**src/rtl/batched_axis_packet_router_pkg.sv**
```systemverilog
// batched_axis_packet_router_pkg: shared FSM state type and LOG2 helper for the batched packet router
package batched_axis_packet_router_pkg;

    typedef enum logic [1:0] {IDLE, RUN, DROP, DONE} state_t;

    function automatic int log2(input int v);
        int r = 0;
        for (int i = 0; i < 31; i++) if ((1 << i) < v) r = i + 1;
        return r;
    endfunction

endpackage

```
**src/rtl/batched_axis_packet_router_batch_counter.sv**
```systemverilog
// bapr_batch_counter: per-batch packet counter; done when the batch is full or disabled
module bapr_batch_counter #(
    parameter int CHANNELS = 2,
    parameter int CW       = 2
)(
    input  logic          clk,
    input  logic          rst,
    input  logic          clear,
    input  logic          inc,
    input  logic          enable,
    output logic [CW-1:0] count,
    output logic          done
);

    assign done = !enable || count == CW'(CHANNELS);

    // count accepted packets, never beyond CHANNELS
    always_ff @(posedge clk) begin
        if (rst || clear) count <= '0;
        else if (inc && count != CW'(CHANNELS)) count <= count + 1'b1;
    end

endmodule

```
**src/rtl/batched_axis_packet_router.sv**
```systemverilog
// batched_axis_packet_router: routes AXIS packets by tid to per-batch outputs; BATCHED_AXIS_PACKET_ROUTER_STATS_EN adds beat_count
module batched_axis_packet_router
    import batched_axis_packet_router_pkg::*;
#(
    parameter int CHANNELS   = 2,
    parameter int BATCH_SIZE = 2,
    parameter int DATA_WIDTH = 16,
    parameter int KEEP_WIDTH = (DATA_WIDTH + 7) / 8,
    parameter int ID_WIDTH   = (log2(BATCH_SIZE) > 1) ? log2(BATCH_SIZE) : 1
)(
    input  logic                             clk,
    input  logic                             rst,
    input  logic                             operation_start,
    input  logic [BATCH_SIZE-1:0]            use_batch,
    input  logic                             interrupt,
    output logic                             operation_busy,
    output logic                             operation_complete,
    output logic                             operation_error,
    output logic                             transmission,
`ifdef BATCHED_AXIS_PACKET_ROUTER_STATS_EN
    output logic [31:0]                      beat_count,
`endif
    input  logic [DATA_WIDTH-1:0]            s_axis_tdata,
    input  logic [KEEP_WIDTH-1:0]            s_axis_tkeep,
    input  logic                             s_axis_tvalid,
    output logic                             s_axis_tready,
    input  logic                             s_axis_tlast,
    input  logic [ID_WIDTH-1:0]              s_axis_tid,
    output logic [BATCH_SIZE*DATA_WIDTH-1:0] m_axis_tdata,
    output logic [BATCH_SIZE*KEEP_WIDTH-1:0] m_axis_tkeep,
    output logic [BATCH_SIZE-1:0]            m_axis_tvalid,
    input  logic [BATCH_SIZE-1:0]            m_axis_tready,
    output logic [BATCH_SIZE-1:0]            m_axis_tlast
);

    localparam int CW = log2(CHANNELS + 1);
    localparam int NR = 1 << ID_WIDTH;

    state_t                state, state_n;
    logic [BATCH_SIZE-1:0] use_r, done, done_n, inc;
    logic [CW-1:0]         cnt [BATCH_SIZE];
    logic [NR-1:0]         ok;
    logic [ID_WIDTH-1:0]   route, idx;
    logic                  err, mid, hit, run_ok, drop_ok, fire, acc, bad, clr;

    assign idx    = mid ? route : s_axis_tid;
    assign hit    = mid || ok[s_axis_tid];
    assign run_ok = !rst && state == RUN && !interrupt && !(&done);
    assign drop_ok = !rst && state == DROP && !interrupt;
    assign clr    = !rst && state == IDLE && operation_start;

    assign s_axis_tready = drop_ok || (run_ok && (hit ? m_axis_tready[idx] : 1'b1));
    assign fire          = s_axis_tvalid && s_axis_tready;
    assign acc           = run_ok && hit && fire;
    assign bad           = run_ok && !hit && s_axis_tvalid;
    assign transmission  = fire && state == RUN;

    assign operation_busy     = !rst && (state == RUN || state == DROP);
    assign operation_complete = !rst && state == DONE;
    assign operation_error    = !rst && err;

    assign m_axis_tdata = {BATCH_SIZE{s_axis_tdata}};
    assign m_axis_tkeep = {BATCH_SIZE{s_axis_tkeep}};
    assign m_axis_tlast = {BATCH_SIZE{s_axis_tlast}};

    for (genvar b = 0; b < NR; b++) begin : g_ok
        if (b < BATCH_SIZE) begin : g_in
            assign ok[b] = use_r[b] && !done[b];
        end else begin : g_out
            assign ok[b] = 1'b0;
        end
    end

    for (genvar b = 0; b < BATCH_SIZE; b++) begin : g_cnt
        assign inc[b]    = acc && s_axis_tlast && idx == ID_WIDTH'(b);
        assign done_n[b] = done[b] || (inc[b] && cnt[b] == CW'(CHANNELS - 1));
        bapr_batch_counter #(.CHANNELS(CHANNELS), .CW(CW)) u_cnt (
            .clk    (clk),
            .rst    (rst),
            .clear  (clr),
            .inc    (inc[b]),
            .enable (use_r[b]),
            .count  (cnt[b]),
            .done   (done[b])
        );
    end

    // only the lane selected by the current route sees the input valid
    always_comb begin
        m_axis_tvalid = '0;
        if (run_ok && hit) m_axis_tvalid[idx] = s_axis_tvalid;
    end

    // next state: interrupt first, then completion, then drop entry/exit
    always_comb begin
        state_n = state;
        case (state)
            IDLE:    state_n = operation_start ? RUN : IDLE;
            RUN:     state_n = interrupt ? IDLE : (&done_n) ? DONE : (bad && !s_axis_tlast) ? DROP : RUN;
            DROP:    state_n = interrupt ? IDLE : (s_axis_tvalid && s_axis_tlast) ? RUN : DROP;
            default: state_n = IDLE;
        endcase
    end

    // state, batch enables, sticky error and packet route tracking
    always_ff @(posedge clk) begin
        if (rst) begin
            state <= IDLE;
            use_r <= '0;
            err   <= 1'b0;
            mid   <= 1'b0;
            route <= '0;
        end else begin
            state <= state_n;
            if (clr) begin
                use_r <= use_batch;
                err   <= 1'b0;
                mid   <= 1'b0;
            end else begin
                if (((state == RUN || state == DROP) && interrupt) || bad) err <= 1'b1;
                if (acc) mid <= !s_axis_tlast;
                if (acc && !mid) route <= s_axis_tid;
                if (interrupt) mid <= 1'b0;
            end
        end
    end

`ifdef BATCHED_AXIS_PACKET_ROUTER_STATS_EN
    // saturating count of routed beats since the last start
    always_ff @(posedge clk) begin
        if (rst || clr) beat_count <= '0;
        else if (acc && beat_count != '1) beat_count <= beat_count + 1'b1;
    end
`endif

endmodule

```
**config.mk**
```make
export PLATFORM = sky130hd
export DESIGN_NAME = batched_axis_packet_router
export DESIGN_NICKNAME = d
export VERILOG_FILES = /design/src/rtl/batched_axis_packet_router_pkg.sv /design/src/rtl/batched_axis_packet_router_batch_counter.sv /design/src/rtl/batched_axis_packet_router.sv
export SDC_FILE = /design/constraint.sdc
export NUM_CORES = 1
export LEC_CHECK = 0
export BUFFER_PORTS_ARGS = -buffer_cell sky130_fd_sc_hd__buf_2
export CAP_MARGIN = 20
export CORE_MARGIN = 10
export CORE_UTILIZATION = 43
export DETAILED_ROUTE_END_ITERATION = 16
export PLACE_DENSITY = 0.77
export SLEW_MARGIN = 15
export SYNTH_ARGS = -nofsm -noshare
export SYNTH_HDL_FRONTEND = slang
export SYNTH_SLANG_ARGS = --single-unit
```
**constraint.sdc**
```tcl
create_clock -name clk -period 2.1 [get_ports clk]
set_input_delay 0.315 -clock clk [delete_from_list [all_inputs] [get_ports clk]]
set_output_delay 0.315 -clock clk [all_outputs]
set_load 0.01 [all_outputs]
```
==> results.py <==
metrics = {
    "run_status": {
        "outcome": "complete, no violations",
    },
    "logic_synthesis": {
        "netlist_area_um2": 1200,
        "yosys.area.top_type_share_pct": 23.8,
        "avgSynthCellArea_um2": 9.14,
        "synth_area_leaders": "buf_4 (24%), dfxtp_1 (18%), ha_1 (9.4%)",
        "synth_cells": 131,
        "ys_seq_area_share_pct": 18.4,
        "yosysUniqueCellTypes": 40,
        "synth_top_cells_by_count": "buf_4 (38), dfxtp_1 (11), ha_1 (9), inv_1 (7), nor2_1 (7)",
        "synthesis.nets": 169,
        "synth_edf_count": 0,
        "async_flop_share_pct": 0,
        "synth_seq_cells": 11,
        "synth.largest_area_cell": "buf_4",
        "synth.most_common_cell": "buf_4",
        "synth_ff_type": "dfxtp_1",
        "synth_warnings": 0,
    },
    "critical_path": {
        "endpoint_kind": "primary output",
        "arrival_ns": 1.76,
        "crit_fanout": 4,
        "path_cells": "inv_2, ha_4, nand2b_4, a2111oi_4, nand2_1, nor2_1, buf_2",
        "path_buf_inv": 2,
        "cp_slowest_cell": "a2111oi_4",
        "critPathMaxStageDelay_ns": 0.38,
        "startpoint_type": "flop",
        "critPathTopFamily": "simple AND/OR/NAND/NOR gates",
        "path_class": "flop to primary output",
        "cp_data_required_time_ns": 1.78,
    },
    "placement": {
        "place.port_buffers": 19,
        "post-dp-hpwl_um": 1960,
        "place.gp.congestion": 0.877,
        "postPlaceCellArea_um2": 1060,
        "dpl.cell_count": 145,
    },
    "timing": {
        "setup_viol": 0,
        "fmax_mhz": 483,
        "hold_viol": 0,
        "fin_crit_sh_pct": 98.6,
        "fin_worst_skew_ns": 0.000500,
        "fin_crit_ns": 2.07,
        "rsz0062_at_grt": "yes",
        "drv_slew": 0,
        "hold_ws_ns": 0.290,
        "worstMarginPinSlew_ns": 0.411,
        "max_slew_margin_pct": 72.4,
    },
    "drt": {
        "drc": 0,
        "vias": 823,
        "wl_per_cell_um": 16.1,
        "first_pass_iters": 4,
        "vias_per_cell": 5.31,
        "wirelength_um": 2500,
        "drt-initial-drc-count": 9,
        "drtAntennaViolNets": 0,
    },
    "global_route": {
        "grt_max_degree": 9,
        "antenna_found_initial": 0,
        "grt_usage_pct": 9.86,
        "grt_pass1_vias": 938,
        "overflow": 0,
        "grt_pass1_wl_um": 4260,
    },
    "cts": {
        "cts_tree": "done",
        "htreeDepth": 1,
        "clockBufferDepth": 2,
        "clock-sinks": 11,
        "clk_latency_ns": 0.27,
        "cts_buffers": 3,
        "clk_pin_slew_worst_paths_ns": 0.07,
        "cts_root_buf": "clkbuf_4",
    },
    "finish": {
        "synthToLayoutAreaGrowth_pct": 0.418,
        "fin_util_pct": 44.4,
        "finalInstanceArea_um2": 1200,
        "layout.nets": 163,
        "antenna_cells": 0,
        "fin_cells": 155,
        "drive_gt1_share_pct": 47.6,
    },
    "floorplanning": {
        "fp.coreArea_um2": 2710,
        "io_pins": 74,
        "start_util_pct": 44.2,
        "dieWidth_um": 72.8,
        "fp.dieArea_um2": 5300,
        "die_h_um": 72.8,
        "fp-row-count": 19,
    },
    "worst_hold_path": {
        "hold_class": "input pin to flop",
    },
    "pwr": {
        "leakage_nw": 0.462,
        "max-vdd-ir-drop_mv": 0.409,
        "p_per_area_nw_per_um2": 405,
    },
    "run": {
        "drv_cap": 0,
    },
}
==> layout make-up <==
type / instances / area (um2)
fill: 270 / 1510
multi-input combinational: 74 / 723
sequential: 11 / 225
timing repair buffer: 28 / 163
tap: 31 / 38.8
clock buffer: 4 / 26.3
inverter: 7 / 26.3
==> metrics by stage <==
| stage | setup WS [ns] | total power [mW] | TNS, ns |
|---|---|---|---|
| final | 0.0298 | 0.487 | 0 |
| after global routing | -0.0773 | 0.514 | -0.234 |
| after CTS | 0.00681 | 0.486 | 0 |
| after detailed placement | -0.0182 | 0.328 | -0.0182 |
| after global placement | 0.109 | 0.323 | 0 |
| after floorplan | 0.0716 | 0.359 | 0 |
==> flip-flops by register name (all words and copies together) (netlist names) <==
register and cells:
err 1, g_cnt.u_cnt.count 4, mid 1, route 1, state 2, use_r 2
==> placed cells by master, fill, tap and decap left out, types with 2 or more instances in the layout <==
master and instances:
o21ai_0 2, inv_1 5, inv_2 2, o21ai_1 2, dfxtp_2 4, mux2i_1 2, nand2b_4 2, a21oi_1 5
mux2_4 3, nor2b_1 6, nor2_1 7, ha_1 6, buf_4 9, nor4b_2 2, buf_2 19, dfxtp_1 7
a211oi_1 2, ha_4 2, nand2_1 6, nand3_1 2, clkbuf_4 3, xnor2_1 2, nor3b_4 2, nand2b_1 2
==> report_power, final <==
| group | switching [mW] | internal, mW |
|---|---|---|
| sequential | 0.00748 | 0.214 |
| combinational | 0.0651 | 0.0493 |
| clock | 0.0773 | 0.0736 |
| total | 0.150 | 0.337 |
==> final timing paths <==
| check | startpoint | end | slack (ns) | cells past startpoint |
|---|---|---|---|---|
| worst max-delay path | g_cnt[0].u_cnt.count[0] | m_axis_tvalid[1] | 0.03 | 7 |
| worst min-delay path | use_batch[1] | use_r[1] | 0.29 | 3 |
| worst max register to register | g_cnt[0].u_cnt.count[0] | route | 0.12 | 8 |
| worst min register to register | use_r[1] | use_r[1] | 0.53 | 2 |
==> logic make-up (layout without fill, tap and decap cells) <==
group	after synthesis	after routing	synth area share (%)
buf+inv	46	39	26.3
simple gates	37	37	22.8
compound gates	21	21	16.5
flops	11	11	18.4
fa+ha+maj	9	9	9.40
mux	5	5	5.12
xor+xnor	2	2	1.46
==> routing by layer <==
metal / track usage, % / vias up / routed length, um
li1: - / 399 / -
met1: 9.81 / 388 / 978
met2: 17.6 / 24 / 1310
met3: 3.13 / 12 / 141
met4: 5.49 / 0 / 65
met5: 0 / - / 0
==> what timing repair did <==
item                                    4_1_cts  5_1_grt
endpoints found under the hold margin         0        0
endpoints found under the setup margin        5        6
gates resized for setup                       9        9
pin swaps                                     2        4
setup buffers                                 4        2
hold buffers                                  0        0
==> worst register-to-register path: stages (launching register included) <==
cell       delay [ns]
dfxtp_2          0.36
inv_2            0.05
ha_4             0.18
nand2b_4         0.15
a2111oi_4        0.38
buf_4            0.19
o211a_1          0.18
nand3b_2         0.09
mux2_4           0.30
Note: power is estimated with default switching activity, not from simulation.
